**src/rtl/lifo_stack.sv**
```systemverilog
// Parametrised synchronous LIFO stack with occupancy count, combinational top-of-stack peek,
// same-cycle replace-top/bypass, and sticky overflow/underflow flags.
module lifo_stack #(
    parameter  int WIDTH = 12,
    parameter  int DEPTH = 8,
    localparam int CW    = $clog2(DEPTH + 1)
) (
    input  logic             clk,
    input  logic             rst,
    input  logic             push,
    input  logic             pop,
    input  logic [WIDTH-1:0] in,
    input  logic             clr_err,
    output logic [WIDTH-1:0] out,
    output logic             out_valid,
    output logic [WIDTH-1:0] top_data,
    output logic [CW-1:0]    count,
    output logic             empty,
    output logic             full,
    output logic             overflow,
    output logic             underflow
);
    localparam int AW = $clog2(DEPTH);

    logic [WIDTH-1:0] mem [DEPTH];
    logic [CW-1:0]    count_m1;
    logic [AW-1:0]    wr_idx;
    logic [AW-1:0]    top_idx;
    logic             push_ok;
    logic             pop_ok;
    logic             replace;
    logic             bypass;
    logic             ovf_evt;
    logic             unf_evt;

    assign empty    = (count == '0);
    assign full     = (count == CW'(DEPTH));
    assign count_m1 = count - CW'(1);

    // Indices are only dereferenced when in range (push not full, top not empty).
    assign wr_idx   = count[AW-1:0];
    assign top_idx  = count_m1[AW-1:0];
    assign top_data = empty ? '0 : mem[top_idx];

    assign push_ok  = push & ~pop & ~full;
    assign pop_ok   = pop & ~push & ~empty;
    assign replace  = push & pop & ~empty;
    assign bypass   = push & pop & empty;
    assign ovf_evt  = push & ~pop & full;
    assign unf_evt  = pop & ~push & empty;

    // Storage is deliberately not reset; count alone defines what is valid.
    always_ff @(posedge clk) begin
        if (!rst) begin
            if (push_ok) begin
                mem[wr_idx] <= in;
            end else if (replace) begin
                mem[top_idx] <= in;
            end
        end
    end

    always_ff @(posedge clk) begin
        if (rst) begin
            count     <= '0;
            out       <= '0;
            out_valid <= 1'b0;
            overflow  <= 1'b0;
            underflow <= 1'b0;
        end else begin
            out_valid <= pop_ok | replace | bypass;
            if (push_ok) begin
                count <= count + CW'(1);
            end else if (pop_ok) begin
                count <= count_m1;
            end
            if (pop_ok || replace) begin
                out <= mem[top_idx];
            end else if (bypass) begin
                out <= in;
            end
            // A same-cycle error event takes precedence over clr_err.
            overflow  <= (overflow  & ~clr_err) | ovf_evt;
            underflow <= (underflow & ~clr_err) | unf_evt;
        end
    end
endmodule

```
**config.mk**
```make
export PLATFORM = sky130hd
export DESIGN_NAME = lifo_stack
export DESIGN_NICKNAME = d
export VERILOG_FILES = /design/src/rtl/lifo_stack.sv
export SDC_FILE = /design/constraint.sdc
export NUM_CORES = 1
export LEC_CHECK = 0
export BUFFER_PORTS_ARGS = -buffer_cell sky130_fd_sc_hd__clkbuf_2
export CAP_MARGIN = 20
export CORE_MARGIN = 1.5
export CORE_UTILIZATION = 40
export CTS_CLUSTER_SIZE = 40
export DETAILED_ROUTE_END_ITERATION = 6
export MAX_ROUTING_LAYER = met4
export PLACE_DENSITY = 0.57
export REMOVE_ABC_BUFFERS = 1
export SETUP_SLACK_MARGIN = 0.05
export SKIP_CTS_REPAIR_TIMING = 1
export SYNTH_ARGS = -nofsm -noshare
export SYNTH_HDL_FRONTEND = slang
export SYNTH_SLANG_ARGS = --single-unit
```
**constraint.sdc**
```tcl
create_clock -name clk -period 4.3 [get_ports clk]
set_input_delay 0.645 -clock clk [delete_from_list [all_inputs] [get_ports clk]]
set_output_delay 0.645 -clock clk [all_outputs]
set_load 0.02 [all_outputs]
```
# == Word level (Yosys, flattened, before mapping) ==
# Memory sizes are Yosys's and may differ from the RTL's.
# Index checks and enable logic that the tools add are counted.
# word_totals
ff_bits,19
ramBits,96
word_cells,49
memories,1
# memory_table
memory,depth,width,read_ports,rd_clocked_by_memory_dff,wr,line_no,text
mem,8,12,1,0,1,25,logic [WIDTH-1:0] mem [DEPTH];
# op_classes
add_sub_neg,2
n_eq_ne,1
n_mux,15
n_bitwise,20
n_reduce_logical,5
# ops
op,count
$mux 12,4
$reduce_or 12->1,1
$and 1x1->1,11
$mux 1,8
$mux 4,2
$not 1->1,5
$add 4x1->4 const B,1
$eq 4x4->1 const B,1
$logic_not 4->1,1
$or 1x1->1,4
$reduce_bool 2->1,2
$sub 4x1->4 const B,1
$mux 3,1
$logic_or 1x1->1,1

# == Logic depth before layout (Yosys ltp) ==
# Gate-level depths: netlist (run 1).
# depth
word_depth,9
depth_mapped,11
ltp_nobuf,7

# == Least setup slack after synthesis (run 1) ==
# No wires, ideal clock.
# synth_path
kind,register -> output
startpoint,register count[0]
endpoint,output port top_data[10]
t_arrival_ps,2619
t_required_ps,3655
slack_ps,1036
stages_incl_launch_ff,10
path_buffers,4
cell_sequence,dfxtp_1 -> buf_2 -> clkinv_1 -> buf_4 -> ha_1 -> buf_4 -> buf_4 -> mux4_2 -> mux2i_1 -> nor2_1
# synth_via
elab_chain_cells,3
# synth_lines
element,line_no,text
from (decl),17,"output logic [CW-1:0] count,"
from (signal assigned),73,count <= count + CW'(1);
from (signal assigned),75,count <= count_m1;
$sub 4x1->4,38,assign count_m1 = count - CW'(1);
$mem_v2 8x12,--,
$mux 12 (*),43,assign top_data = empty ? '0 : mem[top_idx];
to (decl),16,"output logic [WIDTH-1:0] top_data,"
# Mark *: on every way between the ends. The rest lies on a longest branch, timed or not.

# == Final worst setup path (run 1) ==
# Ends and elaborated chain as after synthesis.

==> run_results.csv, run 1 <==
group,metric,value,unit
finish,n_fill_cell,1009,
drt,viasPerCell,5.50,
power_and_ir_drop,irDropWorstVdd,403,uV
sta,period_needed,3770,ps
drt,dr.first_iter.drc_count,165,
yosys,synth_cells,290,
worst_setup_path,slowest_delay,660,ps
cts,cts_root_buffer,"clkbuf_16",
grt,antenna_found_initial,0,
sta,worst_pin_slew,795,ps
sta,hold_viol_final,0,
yosys,syn_avg_cell_area,16.8,um^2
finish,n_antenna_cell,0,
worst_setup_path,cp-start-kind,"flip-flop",
yosys,synth_seq_area_share,0.668,
cts,cts.clk_slew.worst_paths,50,ps
worst_setup_path,reg2reg_slack,920,ps
grt,grt_pass1_wl,16.6,mm
yosys,synth.most_common_cell,"edfxtp_1",
yosys,synth-edff-count,96,
worst_setup_path,cp_max_fo,20,
power_and_ir_drop,power.density,576,nW/um^2
worst_setup_path,worstPathCellList,"clkinv_1 > ha_2 > buf_12 > mux4_2 > mux2i_1 > nor2_1 > clkbuf_2",
sta,finalCritPeriodShare,0.878,
run,drv_cap,0,
cts,tritoncts,"yes",
floorplanning,dieWidth,114,um
grt,overflow,0,
sta,skew,8.03,ps
floorplanning,dieArea,12900,um^2
placement,io_buffers,49,
worst_setup_path,crit_required,3650,ps
min_path,min_from,"underflow",
finish,final_cells,504,
floorplanning,start_util,0.408,
grt,grt_pass1_vias,2884,
sta,slew_headroom,0.470,
sta,fmax,265,MHz
worst_setup_path,critPathCaptureType,"primary output",
yosys,synth_warnings,0,
run_status,outcome,"finished clean",
sta,setup_viol,0,
placement,placed_area,5230,um^2
floorplanning,rows,40,
sta,slew_violations,0,
grt,grt_max_degree,28,
yosys,synthTopCellsByCount,"96 x edfxtp_1, 30 x nor2_1, 24 x mux4_2, 19 x dfxtp_1, 13 x mux2i_1",
grt,grt_usage,0.184,
yosys,synth.top_cell.area_share,0.590,
cts,cts-htree-levels,4,
floorplanning,fp.dieH,114,um
drt,num_vias,2772,
finish,final_core_util,0.489,
finish,fin_area,5850,um^2
sta,hold_slack,458,ps
worst_setup_path,r2r_start,"count[0]",
yosys,synth-async-reset-ratio,0,
finish,nNetsFinal,363,
yosys,synth_area_leaders,"edfxtp_1 59%, mux4_2 11%, dfxtp_1 7.8%, mux2i_1 2.7%, nor2_1 2.3%",
drt,drc,0,
floorplanning,io_pins,50,
yosys,yosys.area.top_type,"edfxtp_1",
finish,area_growth_syn_to_layout,19.7,%
placement,place_hpwl,6.42,mm
drt,wl_per_cell,20.9,um
sta,rsz0062_at_grt,"false",
drt,drt-total-wl,10.6,mm
worst_setup_path,crit_type,"reg -> out",
cts,cts_buffers,17,
worst_setup_path,cp_data_arrival_time,3130,ps
cts,numClockSinks,115,
placement,gp_congestion,0.779,
yosys,yosys_most_used_dff,"edfxtp_1",
placement,placed_cells,472,
yosys,ys_ff_latch,115,
yosys,synthDistinctLibCells,51,
cts,clk_path_buf_depth,2,
worst_setup_path,crit_path_start,"count[0]",
yosys,syn_area,4880,um^2
sta,setup-tns-final,0,ps
power_and_ir_drop,leakagePower,2.08,nW
finish,drive_gt1_frac,0.347,
cts,clk_latency,410,ps
floorplanning,core,12000,um^2
drt,first_pass_iters,5,
drt,ant_nets,0,
worst_setup_path,worst_path_max_delay_cell,"dfxtp_1",
min_path,min_path_type,"reg -> reg",
-- routing by layer --
layer | track usage | vias up | part of all wire
met5 | - | - | 0
met4 | 0.0583 | 0 | 0.011
met3 | 0.0526 | 8 | 0.063
met2 | 0.285 | 97 | 0.48
met1 | 0.237 | 1391 | 0.45
li1 | - | 1276 | -
-- final timing paths --
path	end	cells past startpoint
worst min-delay path	underflow	2
worst max-delay path	top_data[10]	7
worst min register to register	underflow	2
worst max register to register	mem[7][10]	7
-- report_power, final --
group | switching, mW | internal, mW | total [mW]
registers | 0.0292 | 1.25 | 1.28
logic | 0.381 | 0.248 | 0.629
clock network | 0.498 | 0.961 | 1.46
total | 0.908 | 2.46 | 3.37
-- worst max-delay path, delay by kind of cell (launching register included) --
kind                     cells  cell delay [ps]
adder cells (fa/ha/maj)      1              570
buffers and inverters        3              620
flip-flops                   1              660
multiplexers                 2              780
AND/OR/NAND/NOR              1               80
-- cell usage in the layout (no fill, tap or decap), drive strengths merged, types with 2 or more instances in the layout --
cell	instances
or3	2
nand4	4
inv	7
a2111oi	7
nand3	5
nand4b	4
mux2i	13
buf	4
ha	2
mux2	2
nor2b	3
edfxtp	96
nor3	5
clkbuf	70
o311ai	4
bufinv	3
nor2	31
a221oi	2
o21a	4
nand2	4
nand3b	5
o21ai	4
a21oi	4
and2	7
a22oi	2
mux4	24
clkinv	5
dfxtp	19
clkinvlp	2
-- logic make-up after synthesis --
| group | count (synthesis) | synth area share |
|---|---|---|
| AND/OR/NAND/NOR | 79 | 0.0925 |
| AO/OA/AOI/OAI | 30 | 0.0546 |
| multiplexers | 39 | 0.143 |
| buffers and inverters | 24 | 0.0338 |
| adder cells (fa/ha/maj) | 2 | 0.00512 |
| XOR/XNOR | 1 | 0.00333 |
| flip-flops | 115 | 0.668 |
-- final cells by class --
| cell class | count | area [um^2] | share of cell area |
|---|---|---|---|
| flip-flops and latches | 115 | 3260 | 0.558 |
| well taps | 147 | 184 | 0.0314 |
| multi-input cells | 151 | 1460 | 0.249 |
| clock inverters | 11 | 150 | 0.0257 |
| inverters | 6 | 35.0 | 0.00599 |
| repair buffers | 53 | 288 | 0.0492 |
| clock buffers | 21 | 470 | 0.0804 |
-- state kept, by name (all words and copies together), names as in the netlist --
name       cells
underflow      1
out_valid      1
out           12
count          4
mem           96
overflow       1
-- per-stage QoR --
step / total power, mW / worst slack [ps]
3_5_place_dp: 1.94 / 894
5_1_grt: 3.50 / 257
2_1_floorplan: 1.73 / 131
6_report: 3.37 / 525
4_1_cts: 3.40 / 497
3_3_place_gp: 1.93 / 980
Power figures use the tool's default switching activity.
==> run 2, diff against run 1 <==
--- a/config.mk
+++ b/config.mk
@@ -7,10 +7,11 @@
 export LEC_CHECK = 0
 export BUFFER_PORTS_ARGS = -buffer_cell sky130_fd_sc_hd__clkbuf_2
 export CAP_MARGIN = 20
-export CORE_MARGIN = 1.5
+export CORE_MARGIN = 5
 export CORE_UTILIZATION = 40
 export CTS_CLUSTER_SIZE = 40
 export DETAILED_ROUTE_END_ITERATION = 6
+export GPL_TIMING_DRIVEN = 0
 export MAX_ROUTING_LAYER = met4
 export PLACE_DENSITY = 0.57
 export REMOVE_ABC_BUFFERS = 1
==> run 2 against run 1 <==
Compared with the run above: die area is 13% higher; largest power group is now registers; final cell count stayed put; clock power is 14% lower; global-route usage is 1.9 points lower; wire length is 3.3% higher; utilization is 0.66 points lower; combinational power is 4.6% higher; sequential share of layout area is 0.53 points higher; maximum frequency is 2.8% lower; critical endpoint is now top_data[9]; clock skew is 0.51 ps higher; critical path type unchanged; sequential cell count stayed put.
==> run_results.csv, run 2 (synthesis gave the netlist of run 1 again) <==
group,metric,value,unit
worst_setup_path,critPathBufInv,3,
drt,num_vias,2750,
worst_setup_path,crit_family,"multiplexers",
power_and_ir_drop,power.density,552,nW/um^2
drt,ant_nets,0,
drt,viasPerCell,5.46,
worst_setup_path,cp_max_fo,25,
sta,fmax,257,MHz
sta,slew_headroom,0.464,
sta,slew_violations,0,
run_status,outcome,"finished clean",
power_and_ir_drop,leakagePower,2.04,nW
sta,hold_viol_final,0,
min_path,min_path_type,"reg -> reg",
cts,cts_root_buffer,"clkbuf_16",
worst_setup_path,worstPathCellList,"clkinvlp_4 > ha_2 > buf_12 > mux4_2 > mux2i_1 > nor2_1 > clkbuf_2",
placement,place_hpwl,6.47,mm
drt,drc,0,
worst_setup_path,cp-start-kind,"flip-flop",
sta,skew,8.54,ps
worst_setup_path,crit_required,3650,ps
cts,tritoncts,"yes",
finish,largest_reg_flops,96,
floorplanning,dieWidth,121,um
finish,final_common_cell,"edfxtp_1",
power_and_ir_drop,irDropWorstVdd,289,uV
finish,n_antenna_cell,0,
sta,finalCritPeriodShare,0.903,
run,drv_cap,0,
grt,grt_usage,0.165,
grt,grt_pass1_wl,16.9,mm
sta,setup-tns-final,0,ps
grt,grt_pass1_vias,2864,
drt,drt-total-wl,10.9,mm
cts,cts.clk_slew.worst_paths,50,ps
finish,area_growth_syn_to_layout,18.6,%
cts,cts_buffers,17,
cts,cts-htree-levels,4,
finish,max_flop_register,"mem",
sta,setup_viol,0,
placement,gp_congestion,0.727,
finish,final_cells,504,
sta,period_needed,3880,ps
sta,rsz0062_at_grt,"false",
worst_setup_path,crit_type,"reg -> out",
worst_setup_path,slowest_delay,720,ps
placement,io_buffers,49,
cts,numClockSinks,115,
floorplanning,fp.dieH,121,um
finish,final_core_util,0.482,
drt,wl_per_cell,21.6,um
finish,drive_gt1_frac,0.336,
finish,n_fill_cell,1049,
worst_setup_path,cp_data_arrival_time,3240,ps
grt,antenna_found_initial,0,
cts,clk_path_buf_depth,2,
finish,nNetsFinal,363,
finish,mostFrequentLayoutCells,"96 x edfxtp_1, 49 x clkbuf_2, 30 x nor2_1, 24 x mux4_2, 19 x dfxtp_1",
floorplanning,io_pins,50,
cts,clk_latency,410,ps
worst_setup_path,critPathCaptureType,"primary output",
grt,overflow,0,
finish,reg.largest.list,"mem: 96 flops, out: 12 flops, count: 4 flops",
floorplanning,rows,40,
grt,grt_max_degree,31,
floorplanning,dieArea,14500,um^2
sta,worst_pin_slew,804,ps
drt,first_pass_iters,4,
floorplanning,core,12000,um^2
power_and_ir_drop,total_power,3.20,mW
drt,dr.first_iter.drc_count,273,
floorplanning,start_util,0.407,
worst_setup_path,worst_path_max_delay_cell,"dfxtp_1",
placement,placed_cells,470,
==> run 2: cell types whose count changed in the layout (fill, tap and decap cells not counted), moves of 2 or more <==
cell / change
clkbuf_8: -3
clkbuf_1: +4
inv_6: -3
bufinv_16: -2
clkinv_2: +2
==> run 2: worst reg2reg max path: stages (launching register included) <==
cell        delay, ps
dfxtp_1           720
clkinvlp_4        260
ha_2              320
or3b_1            580
clkinv_8          270
nor4b_1           340
a211o_1           150
and2_1            640
==> run 2: per-stage QoR <==
step	setup slack, ps	area (um^2)	hold slack [ps]
4_1_cts	-392	5780	469
2_1_floorplan	131	4750	530
3_5_place_dp	-126	5250	463
5_1_grt	148	5790	490
3_3_place_gp	-1030	5180	453
6_report	415	5790	464
==> run 2: where the power goes <==
part | switching [mW] | leakage, nW | internal, mW
sequential | 0.0305 | 1.02 | 1.25
combinational | 0.394 | 0.764 | 0.264
clock | 0.467 | 0.255 | 0.787
==> run 2: final timing paths <==
kind	endpoint	slack (ps)	startpoint	cells past startpoint
worst max-delay path	top_data[9]	420	count[0]	7
worst min-delay path	underflow	460	underflow	2
worst max register to register	mem[7][8]	650	count[0]	7
worst min register to register	underflow	460	underflow	2
==> run 2: final cells by class <==
type,count,area [um^2],area share
clock buffers,22,444,0.0767
well taps,147,184,0.0317
clock inverters,10,86.3,0.0149
multi-input cells,151,1470,0.254
inverters,6,38.8,0.00669
repair buffers,53,308,0.0531
flip-flops and latches,115,3260,0.563
==> run 2: routing by layer <==
layer / part of all wire / vias up / global-route usage / wire, um
li1: - / 1276 / - / -
met1: 0.46 / 1391 / 0.219 / 4980
met2: 0.48 / 79 / 0.244 / 5200
met3: 0.063 / 4 / 0.0529 / 682
met4: 0.0040 / 0 / 0.0503 / 44
met5: 0 / - / - / 0
==> run 3, diff against run 2 <==
--- a/config.mk
+++ b/config.mk
@@ -8,12 +8,13 @@
 export BUFFER_PORTS_ARGS = -buffer_cell sky130_fd_sc_hd__clkbuf_2
 export CAP_MARGIN = 20
 export CORE_MARGIN = 5
-export CORE_UTILIZATION = 40
+export CORE_UTILIZATION = 33
+export CTS_BUF_LIST = sky130_fd_sc_hd__clkbuf_8
 export CTS_CLUSTER_SIZE = 40
 export DETAILED_ROUTE_END_ITERATION = 6
 export GPL_TIMING_DRIVEN = 0
 export MAX_ROUTING_LAYER = met4
-export PLACE_DENSITY = 0.57
+export PLACE_DENSITY = 0.49
 export REMOVE_ABC_BUFFERS = 1
 export SETUP_SLACK_MARGIN = 0.05
 export SKIP_CTS_REPAIR_TIMING = 1
==> run 3 against run 2 <==
Compared with the run above: combinational power about the same; utilization is 8.6 points lower; clock skew up 3.2 ps; critical endpoint is now top_data[5]; largest power group unchanged.
==> run_results.csv, run 3 (synthesis gave the netlist of run 1 again) <==
group,metric,value,unit
run_status,outcome,"finished clean",
drt,drt-total-wl,11.6,mm
power_and_ir_drop,p_int,2.22,mW
floorplanning,core,14500,um^2
power_and_ir_drop,total_power,3.08,mW
finish,max_flop_register,"mem",
placement,placed_area,5280,um^2
min_path,holdPathEnd,"underflow",
grt,grt_max_degree,31,
power_and_ir_drop,switching_share,0.279,
drt,first_pass_iters,4,
worst_setup_path,reg2reg_slack,810,ps
power_and_ir_drop,comb_power_share,0.214,
cts,cts.clk_slew.worst_paths,70,ps
grt,grt_usage,0.141,
placement,gp_congestion,0.723,
run,drv_cap,0,
drt,ant_nets,0,
finish,largest_reg_flops,96,
placement,post-place-ws,-364,ps
drt,viasPerCell,5.15,
sta,skew,11.7,ps
worst_setup_path,cp_max_fo,21,
sta,slew_violations,0,
sta,fin_ws,466,ps
cts,numClockSinks,115,
min_path,hold_depth,2,
power_and_ir_drop,clkPwrFrac,0.370,
worst_setup_path,cp_data_arrival_time,3190,ps
worst_setup_path,cp-start-kind,"flip-flop",
finish,fin_area,5760,um^2
drt,num_vias,2790,
sta,rsz0062_at_grt,"false",
floorplanning,io_pins,50,
power_and_ir_drop,leakagePower,2.01,nW
sta,setup_viol,0,
floorplanning,start_util,0.336,
sta,finalCritPeriodShare,0.892,
cts,cts_buffers,17,
cts,cts-htree-levels,4,
drt,drc,0,
drt,dr.first_iter.drc_count,281,
finish,nNetsFinal,363,
cts,cts_root_buffer,"clkbuf_8",
sta,fmax,261,MHz
sta,worst_pin_slew,881,ps
worst_setup_path,critPathCaptureType,"primary output",
finish,mostFrequentLayoutCells,"96 x edfxtp_1, 49 x clkbuf_2, 30 x nor2_1, 24 x mux4_2, 19 x clkbuf_8",
placement,place_hpwl,6.74,mm
min_path,min_path_type,"reg -> reg",
floorplanning,fp.dieH,132,um
finish,n_fill_cell,1374,
power_and_ir_drop,irDropWorstVdd,274,uV
worst_setup_path,r2r-end,"mem[7][9]",
worst_setup_path,r2r_start,"count[0]",
grt,grt_pass1_wl,17.8,mm
grt,grt_pass1_vias,2902,
sta,slew_headroom,0.412,
power_and_ir_drop,power.density,535,nW/um^2
floorplanning,dieArea,17300,um^2
floorplanning,dieWidth,132,um
finish,final_common_cell,"edfxtp_1",
min_path,min_from,"underflow",
placement,io_buffers,49,
cts,clk_path_buf_depth,2,
finish,area_growth_syn_to_layout,17.9,%
power_and_ir_drop,p_sw,0.860,mW
power_and_ir_drop,power_frac_seq,0.416,
worst_setup_path,crit_type,"reg -> out",
worst_setup_path,reg2regPathDepth,7,
drt,wl_per_cell,21.3,um
grt,antenna_found_initial,1,
sta,period_needed,3830,ps
floorplanning,rows,44,
finish,drive_gt1_frac,0.345,
sta,hold_viol_final,0,
worst_setup_path,crit_required,3650,ps
finish,reg.largest.list,"mem: 96 flops, out: 12 flops, count: 4 flops",
cts,clk_latency,430,ps
grt,overflow,0,
cts,tritoncts,"yes",
run 3: critical path, stage by stage, from the launching register on:
cell,delay [ps]
dfxtp_2,560
clkinvlp_4,200
ha_2,660
buf_12,270
mux4_2,530
mux2i_1,300
nor2_1,80
clkbuf_2,160
run 3: layout make-up:
type                       instances  area (um^2)  share of cell area
inverter                           6         38.8             0.00674
timing repair buffer              53          300              0.0522
tap                              184          230              0.0400
clock buffer                      19          262              0.0454
clock inverter                    13          190              0.0330
antenna                            1         2.50            0.000435
multi-input combinational        151         1470               0.255
sequential                       115         3260               0.567
run 3: how the worst max path moves through the flow:
stage                   endpoint  slack (ps)  cells after the start     start
finish               top_data[5]         470                      7  count[0]
global route         top_data[5]         240                      7  count[0]
CTS                  top_data[5]        -710                      7  count[0]
detailed placement     mem[0][1]        -360                      6  count[0]
global placement       mem[0][1]       -1170                      5  count[0]
floorplan           top_data[10]         130                      5  count[0]
run 3: metal layers:
metal | vias to the layer above | GRT usage | part of all wire
li1 | 1267 | - | -
met1 | 1419 | 0.190 | 0.47
met2 | 88 | 0.202 | 0.46
met3 | 16 | 0.0440 | 0.052
met4 | 0 | 0.0509 | 0.017
met5 | - | - | 0
run 3: stage by stage:
stage	setup TNS (ps)	hold slack, ps	utilization	std cells
after floorplan	0	530	-	272
after global placement	-90740	452	0.360	505
after detailed placement	-17580	452	0.364	507
after CTS	-24090	461	0.395	539
after global routing	0	463	0.396	542
final	0	458	0.396	542
run 3: power by group through the flow:
stage	sequential, mW	combinational (mW)	clock, mW
after floorplan	1.33	0.400	0
after global placement	1.30	0.638	0
after detailed placement	1.31	0.666	0
after CTS	1.28	0.667	1.16
after global routing	1.29	0.708	1.22
final	1.28	0.660	1.14
